`config.mk`:
```
export PLATFORM = sky130hd
export DESIGN_NAME = mult_arbiter
export DESIGN_NICKNAME = d
export VERILOG_FILES = /design/src/rtl/mult_arbiter.sv
export SDC_FILE = /design/constraint.sdc
export NUM_CORES = 1
export LEC_CHECK = 0
export ABC_AREA = 0
export CORE_AREA = 4 4 128 130
export CTS_BUF_LIST = sky130_fd_sc_hd__clkbuf_8
export DETAILED_ROUTE_END_ITERATION = 10
export DIE_AREA = 0 0 132 134
export PLACE_DENSITY = 0.9
export SYNTH_ARGS = -nofsm -noshare
export SYNTH_HDL_FRONTEND = slang
export SYNTH_SLANG_ARGS = --single-unit
```
`constraint.sdc`:
```
create_clock -name clk -period 5.3 [get_ports clk]
set_input_delay 1.59 -clock clk [delete_from_list [all_inputs] [get_ports clk]]
set_output_delay 1.59 -clock clk [all_outputs]
set_load 0.1 [all_outputs]
```
`src/rtl/mult_arbiter.sv`:
```
// Round-robin arbiter that sequences NUM_REQ requesters onto one shared multiplier.
// Optional macro MULT_ARB_TIMEOUT_EN adds a BUSY watchdog that aborts and pulses mult_reset_n.
//
// state | meaning
// IDLE  | pick round-robin winner, accept its operands
// ISSUE | hold mult_start with captured operands until mult_ready
// BUSY  | wait for mult_done (or watchdog expiry)
// RESP  | present product to the granted requester until rsp_ready
module mult_arbiter #(
    parameter int WIDTH          = 32,
    parameter int NUM_REQ        = 2,
    parameter int TIMEOUT_CYCLES = 64
) (
    input  logic                     clk,
    input  logic                     reset_n,
    input  logic [NUM_REQ-1:0]       req_valid,
    output logic [NUM_REQ-1:0]       req_ready,
    input  logic [NUM_REQ*WIDTH-1:0] req_multiplicand,
    input  logic [NUM_REQ*WIDTH-1:0] req_multiplier,
    output logic [NUM_REQ-1:0]       rsp_valid,
    input  logic [NUM_REQ-1:0]       rsp_ready,
    output logic [2*WIDTH-1:0]       rsp_product,
    output logic                     rsp_err,
    output logic                     mult_reset_n,
    output logic                     mult_start,
    output logic [WIDTH-1:0]         mult_multiplicand,
    output logic [WIDTH-1:0]         mult_multiplier,
    input  logic                     mult_ready,
    input  logic                     mult_done,
    input  logic [2*WIDTH-1:0]       mult_product
);

    localparam int GW = (NUM_REQ > 1) ? $clog2(NUM_REQ) : 1;

    typedef enum logic [1:0] {
        S_IDLE,
        S_ISSUE,
        S_BUSY,
        S_RESP
    } state_t;

    state_t             state_q, state_d;
    logic [GW-1:0]      last_grant_q, last_grant_d;
    logic [GW-1:0]      grant_q, grant_d;
    logic [WIDTH-1:0]   mcand_q, mcand_d;
    logic [WIDTH-1:0]   mplier_q, mplier_d;
    logic [2*WIDTH-1:0] product_q, product_d;

    logic               win_found;
    logic [GW-1:0]      win_idx;
    logic [GW-1:0]      cand;
    logic [WIDTH-1:0]   win_mcand;
    logic [WIDTH-1:0]   win_mplier;

`ifdef MULT_ARB_TIMEOUT_EN
    localparam int            CW       = (TIMEOUT_CYCLES > 1) ? $clog2(TIMEOUT_CYCLES) : 1;
    localparam logic [CW-1:0] CNT_LOAD = CW'(TIMEOUT_CYCLES - 1);

    logic [CW-1:0] busy_cnt_q, busy_cnt_d;
    logic          rsp_err_q, rsp_err_d;
    logic          mult_rst_q, mult_rst_d;
`else
    if (TIMEOUT_CYCLES < 1) begin : g_timeout_unused
    end
`endif

    // Search starts one past the last completed grant, wrapping modulo NUM_REQ.
    always_comb begin
        win_found = 1'b0;
        win_idx   = '0;
        cand      = '0;
        for (int k = 1; k <= NUM_REQ; k++) begin
            cand = GW'((int'(last_grant_q) + k) % NUM_REQ);
            if (!win_found && req_valid[cand]) begin
                win_found = 1'b1;
                win_idx   = cand;
            end
        end
    end

    always_comb begin
        win_mcand  = '0;
        win_mplier = '0;
        for (int i = 0; i < NUM_REQ; i++) begin
            if (win_idx == GW'(i)) begin
                win_mcand  = req_multiplicand[i*WIDTH +: WIDTH];
                win_mplier = req_multiplier[i*WIDTH +: WIDTH];
            end
        end
    end

    always_comb begin
        state_d      = state_q;
        last_grant_d = last_grant_q;
        grant_d      = grant_q;
        mcand_d      = mcand_q;
        mplier_d     = mplier_q;
        product_d    = product_q;
`ifdef MULT_ARB_TIMEOUT_EN
        busy_cnt_d   = busy_cnt_q;
        rsp_err_d    = rsp_err_q;
        mult_rst_d   = 1'b0;
`endif
        case (state_q)
            S_IDLE: begin
                if (win_found) begin
                    grant_d  = win_idx;
                    mcand_d  = win_mcand;
                    mplier_d = win_mplier;
                    state_d  = S_ISSUE;
                end
            end
            S_ISSUE: begin
                if (mult_ready) begin
                    state_d = S_BUSY;
`ifdef MULT_ARB_TIMEOUT_EN
                    busy_cnt_d = CNT_LOAD;
`endif
                end
            end
            S_BUSY: begin
                // A done arriving on the expiry cycle wins over the watchdog.
                if (mult_done) begin
                    product_d = mult_product;
                    state_d   = S_RESP;
`ifdef MULT_ARB_TIMEOUT_EN
                    rsp_err_d = 1'b0;
`endif
                end
`ifdef MULT_ARB_TIMEOUT_EN
                else if (busy_cnt_q == '0) begin
                    product_d  = '0;
                    rsp_err_d  = 1'b1;
                    mult_rst_d = 1'b1;
                    state_d    = S_RESP;
                end else begin
                    busy_cnt_d = busy_cnt_q - CW'(1);
                end
`endif
            end
            S_RESP: begin
                if (rsp_ready[grant_q]) begin
                    last_grant_d = grant_q;
                    state_d      = S_IDLE;
                end
            end
            default: state_d = S_IDLE;
        endcase
    end

    always_ff @(posedge clk or negedge reset_n) begin
        if (!reset_n) begin
            state_q      <= S_IDLE;
            last_grant_q <= GW'(NUM_REQ - 1);
            grant_q      <= '0;
            mcand_q      <= '0;
            mplier_q     <= '0;
            product_q    <= '0;
`ifdef MULT_ARB_TIMEOUT_EN
            busy_cnt_q   <= '0;
            rsp_err_q    <= 1'b0;
            mult_rst_q   <= 1'b0;
`endif
        end else begin
            state_q      <= state_d;
            last_grant_q <= last_grant_d;
            grant_q      <= grant_d;
            mcand_q      <= mcand_d;
            mplier_q     <= mplier_d;
            product_q    <= product_d;
`ifdef MULT_ARB_TIMEOUT_EN
            busy_cnt_q   <= busy_cnt_d;
            rsp_err_q    <= rsp_err_d;
            mult_rst_q   <= mult_rst_d;
`endif
        end
    end

    // req_ready is gated by reset_n so every output reads 0 while reset is held.
    always_comb begin
        req_ready = '0;
        if (reset_n && state_q == S_IDLE && win_found) begin
            req_ready[win_idx] = 1'b1;
        end
        rsp_valid = '0;
        if (state_q == S_RESP) begin
            rsp_valid[grant_q] = 1'b1;
        end
    end

    assign mult_start        = (state_q == S_ISSUE);
    assign mult_multiplicand = mcand_q;
    assign mult_multiplier   = mplier_q;
    assign rsp_product       = product_q;

`ifdef MULT_ARB_TIMEOUT_EN
    assign rsp_err      = rsp_err_q;
    assign mult_reset_n = reset_n & ~mult_rst_q;
`else
    assign rsp_err      = 1'b0;
    assign mult_reset_n = reset_n;
`endif

endmodule
```
==> impl_metrics.toml, run 1 <==
[logic_synthesis]
synth_warnings = 0
synthSimpleGateAreaFrac = 0.0544
synth_nets = 650
synthMuxAreaShare = 0.249
synthXorXnorAreaFrac = 0
synthAdderAreaFrac = 0.0112
ys_types = 25
synthesis.instances = 445
yosysTopAreaCell = "dfrtp_1"
synth.area.top_cells = "dfrtp_1 (59%), mux2_2 (13%), mux2i_1 (12%), nand2_1 (4.4%), o21ai_0 (3.3%)"
synth_compound_area_frac = 0.0663
synth_area_um2 = 5590
seq_area_frac_synth = 0.591
avgSynthCellArea_um2 = 12.6
netlist.area_leader.share = 0.587
synth_top_family_by_area = "multiplexers"
ys_seq_elements = 132

[drt]
viasPerCell = 4.70
first_iter_violations = 133
drtPass1Iterations = 4
vias = 4586
drcViolationCount = 0
wl_mm = 16.4
detail-route-antenna-nets = 0
routedWlPerCell_um = 16.8

[cts]
cts_root_buf = "clkbuf_8"
cts_resized = 0
clock_latency_ns = 0.43
htree_levels = 4
clkSlewWorstSetupHoldPaths_ns = 0.07
cts_setup_buffers = 0
cts_tree = "yes"
clock_path_buffers = 2
cts_sinks = 132
holdBufCountCts = 0
cts_buffers = 17

[sta]
setup_tns_ns = 0
post-route-period-util = 0.833
grt_setup_unrepaired = "false"
worst_pin_slew_ns = 1.03
drv_slew = 0
fmax_ghz = 0.227
setup_viol = 0
hold_viol_final = 0
final.min_clock_period_ns = 4.41
max_slew_margin = 0.308
clock_skew_ns = 0.00679

[worst_setup_path]
crit_fanout = 4
critical_path_arrival_ns = 2.82
cp.required_ns = 3.71
start_kind = "input port"
critPathKind = "in -> out"
crit_path_end_kind = "output port"

[floorplan]
die_w_um = 132
ioPinCount = 335
dieArea_um2 = 17700
initial_utilization = 0.369
fp.dieH_um = 134
rows = 45
core_area_um2 = 15100

[layout]
layout_common_cells = "clkdlybuf4s50_1 (329), dfrtp_1 (131), mux2i_1 (66), nand2_1 (65), mux2_2 (64)"
fin_nets = 980
drive_gt1_frac = 0.145
area_growth_pct = 70.3
diodes = 0
final_common_cell = "clkdlybuf4s50_1"

[hold_path]
hp-class = "reg -> reg"

[global_route]
track_usage = 0.186
grt_pass1_wl_mm = 25.6
grt_pass1_vias = 4944
grt_overflow_total = 0
grt_max_degree = 94
antenna_found_initial = 0

[run_status]
status = "finished clean"

[run]
drv_cap = 0

[place]
dp.final_hpwl_mm = 13.0
io_buffers = 333
place.gp.congestion = 0.772
==> kinds of logic (layout without fill, tap and decap cells) <==
family / Yosys count / count (layout)
buffers and inverters: 31 / 374
other: 1 / 1
DFF: 132 / 132
AOI/OAI and AO/OA: 70 / 70
muxes: 131 / 131
and+or+nand+nor: 75 / 75
adders and majority gates: 5 / 5
==> state kept, by name, summed over array words and instances (netlist names) <==
register and flops:
grant_q 1, rsp_product 64, mult_multiplier 32, last_grant_q 1, state_q 2, mult_multiplicand 32
==> final timing paths <==
kind | depth (start not counted) | slack, ns | start | end
max | 4 | 0.89 | req_valid[1] | req_ready[1]
min | 2 | 0.48 | mult_multiplicand[20]$_DFFE_PN0P_ | mult_multiplicand[20]$_DFFE_PN0P_
max reg2reg | 6 | 2.97 | state_q[0]$_DFFE_PN0P_ | mult_multiplier[22]$_DFFE_PN0P_
min reg2reg | 2 | 0.48 | mult_multiplicand[20]$_DFFE_PN0P_ | mult_multiplicand[20]$_DFFE_PN0P_
max in group asynchronous | 2 | 3.25 | reset_n | rsp_product[10]$_DFFE_PN0P_
min in group asynchronous | 1 | 1.02 | reset_n | rsp_product[41]$_DFFE_PN0P_
==> synthesized netlist by cell type <==
library cell / n
a2111oi_2: 1
a21boi_2: 1
a21oi_1: 2
a22o_1: 1
and2_2: 1
and2b_1: 1
and3_1: 1
buf_1: 5
buf_2: 10
buf_4: 6
clkbuf_1: 8
conb_1: 1
dfrtp_1: 131
dfstp_2: 1
ha_1: 5
inv_1: 2
mux2_1: 1
mux2_2: 64
mux2i_1: 66
nand2_1: 66
nor2_1: 2
nor2b_1: 2
nor3b_1: 2
o21ai_0: 37
o21ai_1: 28
==> critical path, stage by stage <==
cell	delay, ns
clkdlybuf4s50_1	0.55
a21boi_4	0.25
and3_1	0.24
buf_12	0.19
==> metal layers <==
| layer | wire [µm] | vias to the layer above | global-route usage |
|---|---|---|---|
| li1 | - | 2203 | - |
| met5 | 0 | - | 0 |
| met4 | 474 | 0 | 0.0729 |
| met2 | 8560 | 204 | 0.330 |
| met1 | 6080 | 2147 | 0.202 |
| met3 | 1240 | 32 | 0.0679 |
==> metrics by stage <==
stage / worst slack, ns / area [µm²] / utilization / cells / hold WS, ns
floorplan: 0.376 / 5590 / - / 445 / 0.512
finish: 0.887 / 9520 / 0.629 / 976 / 0.477
global placement: 0.915 / 9110 / 0.602 / 944 / 0.460
global route: 0.842 / 9520 / 0.629 / 976 / 0.509
CTS: 0.874 / 9520 / 0.629 / 976 / 0.486
detailed placement: 0.876 / 9110 / 0.602 / 944 / 0.469
==> cell type report <==
class,instances,area (µm²)
fill,1179,5630
timing repair buffer,340,3400
clock inverter,13,148
sequential,132,3300
tap,188,235
clock buffer,19,262
multi-input combinational,282,2160
inverter,2,7.51
Power of run 1 is not shown: default switching activity piles up to over one toggle a cycle in this logic, so the estimate is an artifact.
==> inputs of run 2 (changes only) <==
--- a/config.mk
+++ b/config.mk
@@ -6,11 +6,11 @@
 export NUM_CORES = 1
 export LEC_CHECK = 0
 export ABC_AREA = 0
-export CORE_AREA = 4 4 128 130
+export CORE_AREA = 4 4 129 131
 export CTS_BUF_LIST = sky130_fd_sc_hd__clkbuf_8
 export DETAILED_ROUTE_END_ITERATION = 10
-export DIE_AREA = 0 0 132 134
-export PLACE_DENSITY = 0.9
+export DIE_AREA = 0 0 133 135
+export PLACE_DENSITY = 0.89
 export SYNTH_ARGS = -nofsm -noshare
 export SYNTH_HDL_FRONTEND = slang
 export SYNTH_SLANG_ARGS = --single-unit
==> constraint.sdc (replaced) <==
create_clock -name clk -period 4.1 [get_ports clk]
set_input_delay 1.23 -clock clk [delete_from_list [all_inputs] [get_ports clk]]
set_output_delay 1.23 -clock clk [all_outputs]
set_load 0.1 [all_outputs]
==> impl_metrics.toml, run 2 (synthesized netlist as in run 1, its figures left out) <==
[run_status]
status = "finished clean"

[drt]
viasPerCell = 4.55
wl_mm = 16.7
detail-route-antenna-nets = 0
routedWlPerCell_um = 16.6
drtPass1Iterations = 4
first_iter_violations = 145
vias = 4568
drcViolationCount = 0

[global_route]
grt_busiest_layer = "met2"
grt_max_degree = 130
track_usage = 0.182
grt_pass1_wl_mm = 25.3
grt_use_met3 = 0.0667
grt_overflow_total = 0
grt.met2_usage = 0.316
antenna_found_initial = 0
grt_pass1_vias = 4787
grt_use_met1 = 0.204

[hold_path]
hold_start = "mult_multiplicand[31]$_DFFE_PN0P_"
hp-class = "reg -> reg"

[run]
drv_cap = 0

[layout]
area_growth_pct = 70.1
stdcell_count = 1003
largest_reg_flops = 64
final_common_cell = "clkdlybuf4s50_1"
diodes = 0
fillCellCount = 1259
fin_nets = 979
layout_common_cells = "clkdlybuf4s50_1 (323), dfrtp_1 (131), mux2i_1 (66), nand2_1 (65), mux2_2 (64)"
drive_gt1_frac = 0.150

[floorplan]
initial_utilization = 0.358
dieArea_um2 = 18000
rows = 46
die_w_um = 133
ioPinCount = 335
core_area_um2 = 15600
fp.dieH_um = 135

[sta]
clock_skew_ns = 0.0113
worst_pin_slew_ns = 1.13
drv_slew = 0
post-route-period-util = 0.904
setup_tns_ns = 0
final.min_clock_period_ns = 3.71
hold_viol_final = 0
grt_setup_unrepaired = "false"
whs_ns = 0.479
fmax_ghz = 0.270
max_slew_margin = 0.244
setup_ws_ns = 0.392
setup_viol = 0

[worst_setup_path]
critPathLaunch = "req_valid[1]"
critical_path_arrival_ns = 2.48
cp_top_family = "buffers and inverters"
crit_fanout = 4
cpPeakStageDelay_ns = 0.55
critPathKind = "in -> out"
timing.rr.start = "state_q[0]$_DFFE_PN0P_"
cp.required_ns = 2.87
crit_path_end_kind = "output port"
worstPathCellList = "clkdlybuf4s50_1 -> a21boi_4 -> and3_1 -> buf_12"
cp_slowest_cell = "clkdlybuf4s50_1"
path_buf_inv = 2
start_kind = "input port"

[cts]
htree_levels = 4
holdBufCountCts = 0
clock_latency_ns = 0.44
clkSlewWorstSetupHoldPaths_ns = 0.07
cts_sinks = 132
cts_tree = "yes"
clock_path_buffers = 2
cts_setup_buffers = 0
cts_root_buf = "clkbuf_8"
cts_resized = 0
cts_buffers = 17

[place]
dp.final_hpwl_mm = 12.9
dp.cells = 971
place.gp.congestion = 0.808
io_buffers = 333
pre_cts_ws_ns = 0.392
[run 2: worst reg2reg max path, cell delays in order, from the launching register on]
cell	delay, ns
dfrtp_1	0.38
inv_1	0.10
ha_1	0.27
o21ai_4	0.10
buf_4	0.87
o21ai_0	0.28
[run 2: area by class of cell]
type,count,area [µm²],area share
repair buffers,339,3410,0.358
flip-flops and latches,132,3300,0.348
multi-input cells,282,2170,0.228
well taps,216,270,0.0284
clock buffers,18,248,0.0261
clock inverters,14,105,0.0111
inverters,2,7.51,0.000790
[run 2: path summary, 6_finish.rpt]
check,to,slack (ns),cells after the start
max in group asynchronous,rsp_product[15]$_DFFE_PN0P_,2.33,2
min,mult_multiplicand[31]$_DFFE_PN0P_,0.48,2
max,req_ready[1],0.39,4
max reg2reg,mult_multiplier[22]$_DFFE_PN0P_,1.93,5
min in group asynchronous,mult_multiplicand[25]$_DFFE_PN0P_,0.61,1
min reg2reg,mult_multiplicand[31]$_DFFE_PN0P_,0.48,2
[run 2: metrics by stage]
stage,utilization,area (µm²)
after floorplan,-,5600
after global placement,0.587,9160
after detailed placement,0.587,9160
after CTS,0.610,9510
after global routing,0.610,9510
final,0.610,9510
[run 2: per-layer routing]
metal  vias up  routed length (µm)
li1       2201                   -
met1      2124                6510
met2       209                8460
met3        34                1280
met4         0                 448
met5         -                   0
Power of run 2 is left out for the same reason.
==> inputs of run 3 (changes only) <==
--- a/config.mk
+++ b/config.mk
@@ -6,11 +6,12 @@
 export NUM_CORES = 1
 export LEC_CHECK = 0
 export ABC_AREA = 0
-export CORE_AREA = 4 4 129 131
+export CAP_MARGIN = 20
+export CORE_AREA = 2 2 131 133
 export CTS_BUF_LIST = sky130_fd_sc_hd__clkbuf_8
 export DETAILED_ROUTE_END_ITERATION = 10
 export DIE_AREA = 0 0 133 135
-export PLACE_DENSITY = 0.89
+export PLACE_DENSITY = 0.85
 export SYNTH_ARGS = -nofsm -noshare
 export SYNTH_HDL_FRONTEND = slang
 export SYNTH_SLANG_ARGS = --single-unit
==> impl_metrics.toml, run 3 (synthesized netlist as in run 1, its figures left out) <==
[worst_setup_path]
cp.required_ns = 2.87
reg2regPathDepth = 6
crit_path_end_kind = "output port"
crit_fanout = 3
r2r_slack_ns = 1.73
critical_path_arrival_ns = 2.47
start_kind = "input port"
critPathKind = "in -> out"

[sta]
hold_viol_final = 0
clock_skew_ns = 0.0131
worst_pin_slew_ns = 1.14
final.min_clock_period_ns = 3.70
post-route-period-util = 0.901
grt_setup_unrepaired = "false"
setup_tns_ns = 0
setup_viol = 0
drv_slew = 0
max_slew_margin = 0.242
fmax_ghz = 0.271

[global_route]
grt_overflow_total = 0
grt_pass1_vias = 4556
grt_pass1_wl_mm = 24.8
grt_max_degree = 77
antenna_found_initial = 0
track_usage = 0.180

[cts]
htree_levels = 4
cts_setup_buffers = 0
clock_path_buffers = 2
cts_sinks = 132
clock_latency_ns = 0.43
cts_resized = 0
cts_root_buf = "clkbuf_8"
cts_buffers = 17
cts_tree = "yes"
clkSlewWorstSetupHoldPaths_ns = 0.07
holdBufCountCts = 0

[floorplan]
die_w_um = 133
fp.dieH_um = 135
rows = 47
dieArea_um2 = 18000
core_area_um2 = 16400
ioPinCount = 335
initial_utilization = 0.341

[layout]
fillCellCount = 1301
drive_gt1_frac = 0.146
area_growth_pct = 71.1
largest_reg_flops = 64
regArea_um2 = 3300
diodes = 0
fin_nets = 979
layout_common_cells = "clkdlybuf4s50_1 (326), dfrtp_1 (131), mux2i_1 (66), nand2_1 (65), mux2_2 (64)"
final_common_cell = "clkdlybuf4s50_1"
multi_input_area_um2 = 2170

[place]
dp.final_hpwl_mm = 12.4
io_buffers = 333
place.gp.congestion = 0.795

[drt]
drtPass1Iterations = 7
vias = 4521
drcViolationCount = 0
detail-route-antenna-nets = 0
first_iter_violations = 156
viasPerCell = 4.49
routedWlPerCell_um = 16.3
wl_mm = 16.4

[hold_path]
hp-class = "reg -> reg"
min_path_cells = 2

[run_status]
status = "finished clean"

[run]
drv_cap = 0
==> run 3: cell types whose count changed in the layout (fill, tap and decap cells not counted), sizes merged <==
cell / delta
buf: -3
bufinv: +2
clkdlybuf4s50: +3
clkinv: +1
clkinvlp: -3
inv: -1
==> run 3: final timing paths <==
| path | to | start |
|---|---|---|
| max in group asynchronous | mult_multiplier[24]$_DFFE_PN0P_ | reset_n |
| setup / recovery | req_ready[0] | req_valid[0] |
| hold reg to reg | mult_multiplicand[7]$_DFFE_PN0P_ | mult_multiplicand[7]$_DFFE_PN0P_ |
| min in group asynchronous | grant_q$_DFFE_PN0P_ | reset_n |
| hold / removal | mult_multiplicand[7]$_DFFE_PN0P_ | mult_multiplicand[7]$_DFFE_PN0P_ |
| setup reg to reg | mult_multiplicand[16]$_DFFE_PN0P_ | state_q[0]$_DFFE_PN0P_ |
==> run 3: cell type report <==
type,count,area share
clock buffers,18,0.0259
clock inverters,13,0.0157
inverters,2,0.000785
multi-input cells,282,0.226
flip-flops and latches,132,0.345
well taps,220,0.0288
repair buffers,339,0.357
==> run 3: metal layers <==
metal / up-vias / global-route usage / wire length, µm / share of wire
met5: - / 0 / 0 / 0
met4: 0 / 0.0645 / 328 / 0.020
met3: 24 / 0.0541 / 1080 / 0.066
met2: 155 / 0.307 / 8490 / 0.52
met1: 2147 / 0.216 / 6500 / 0.40
li1: 2195 / - / - / -
==> run 3: critical path, cell delays in order <==
cell             delay (ns)
clkdlybuf4s50_1        0.61
a21boi_4               0.11
nor3b_4                0.30
buf_12                 0.22
==> run 3: through the flow <==
step / util / std cells / setup slack [ns] / area [µm²] / hold WS, ns
after floorplan: - / 445 / 0.254 / 5600 / 0.512
after CTS: 0.583 / 1006 / 0.371 / 9570 / 0.487
after detailed placement: 0.559 / 975 / 0.384 / 9170 / 0.469
after global placement: 0.559 / 975 / 0.397 / 9170 / 0.460
final: 0.583 / 1006 / 0.405 / 9570 / 0.481
after global routing: 0.583 / 1006 / 0.351 / 9570 / 0.508
Power of run 3 is left out for the same reason.
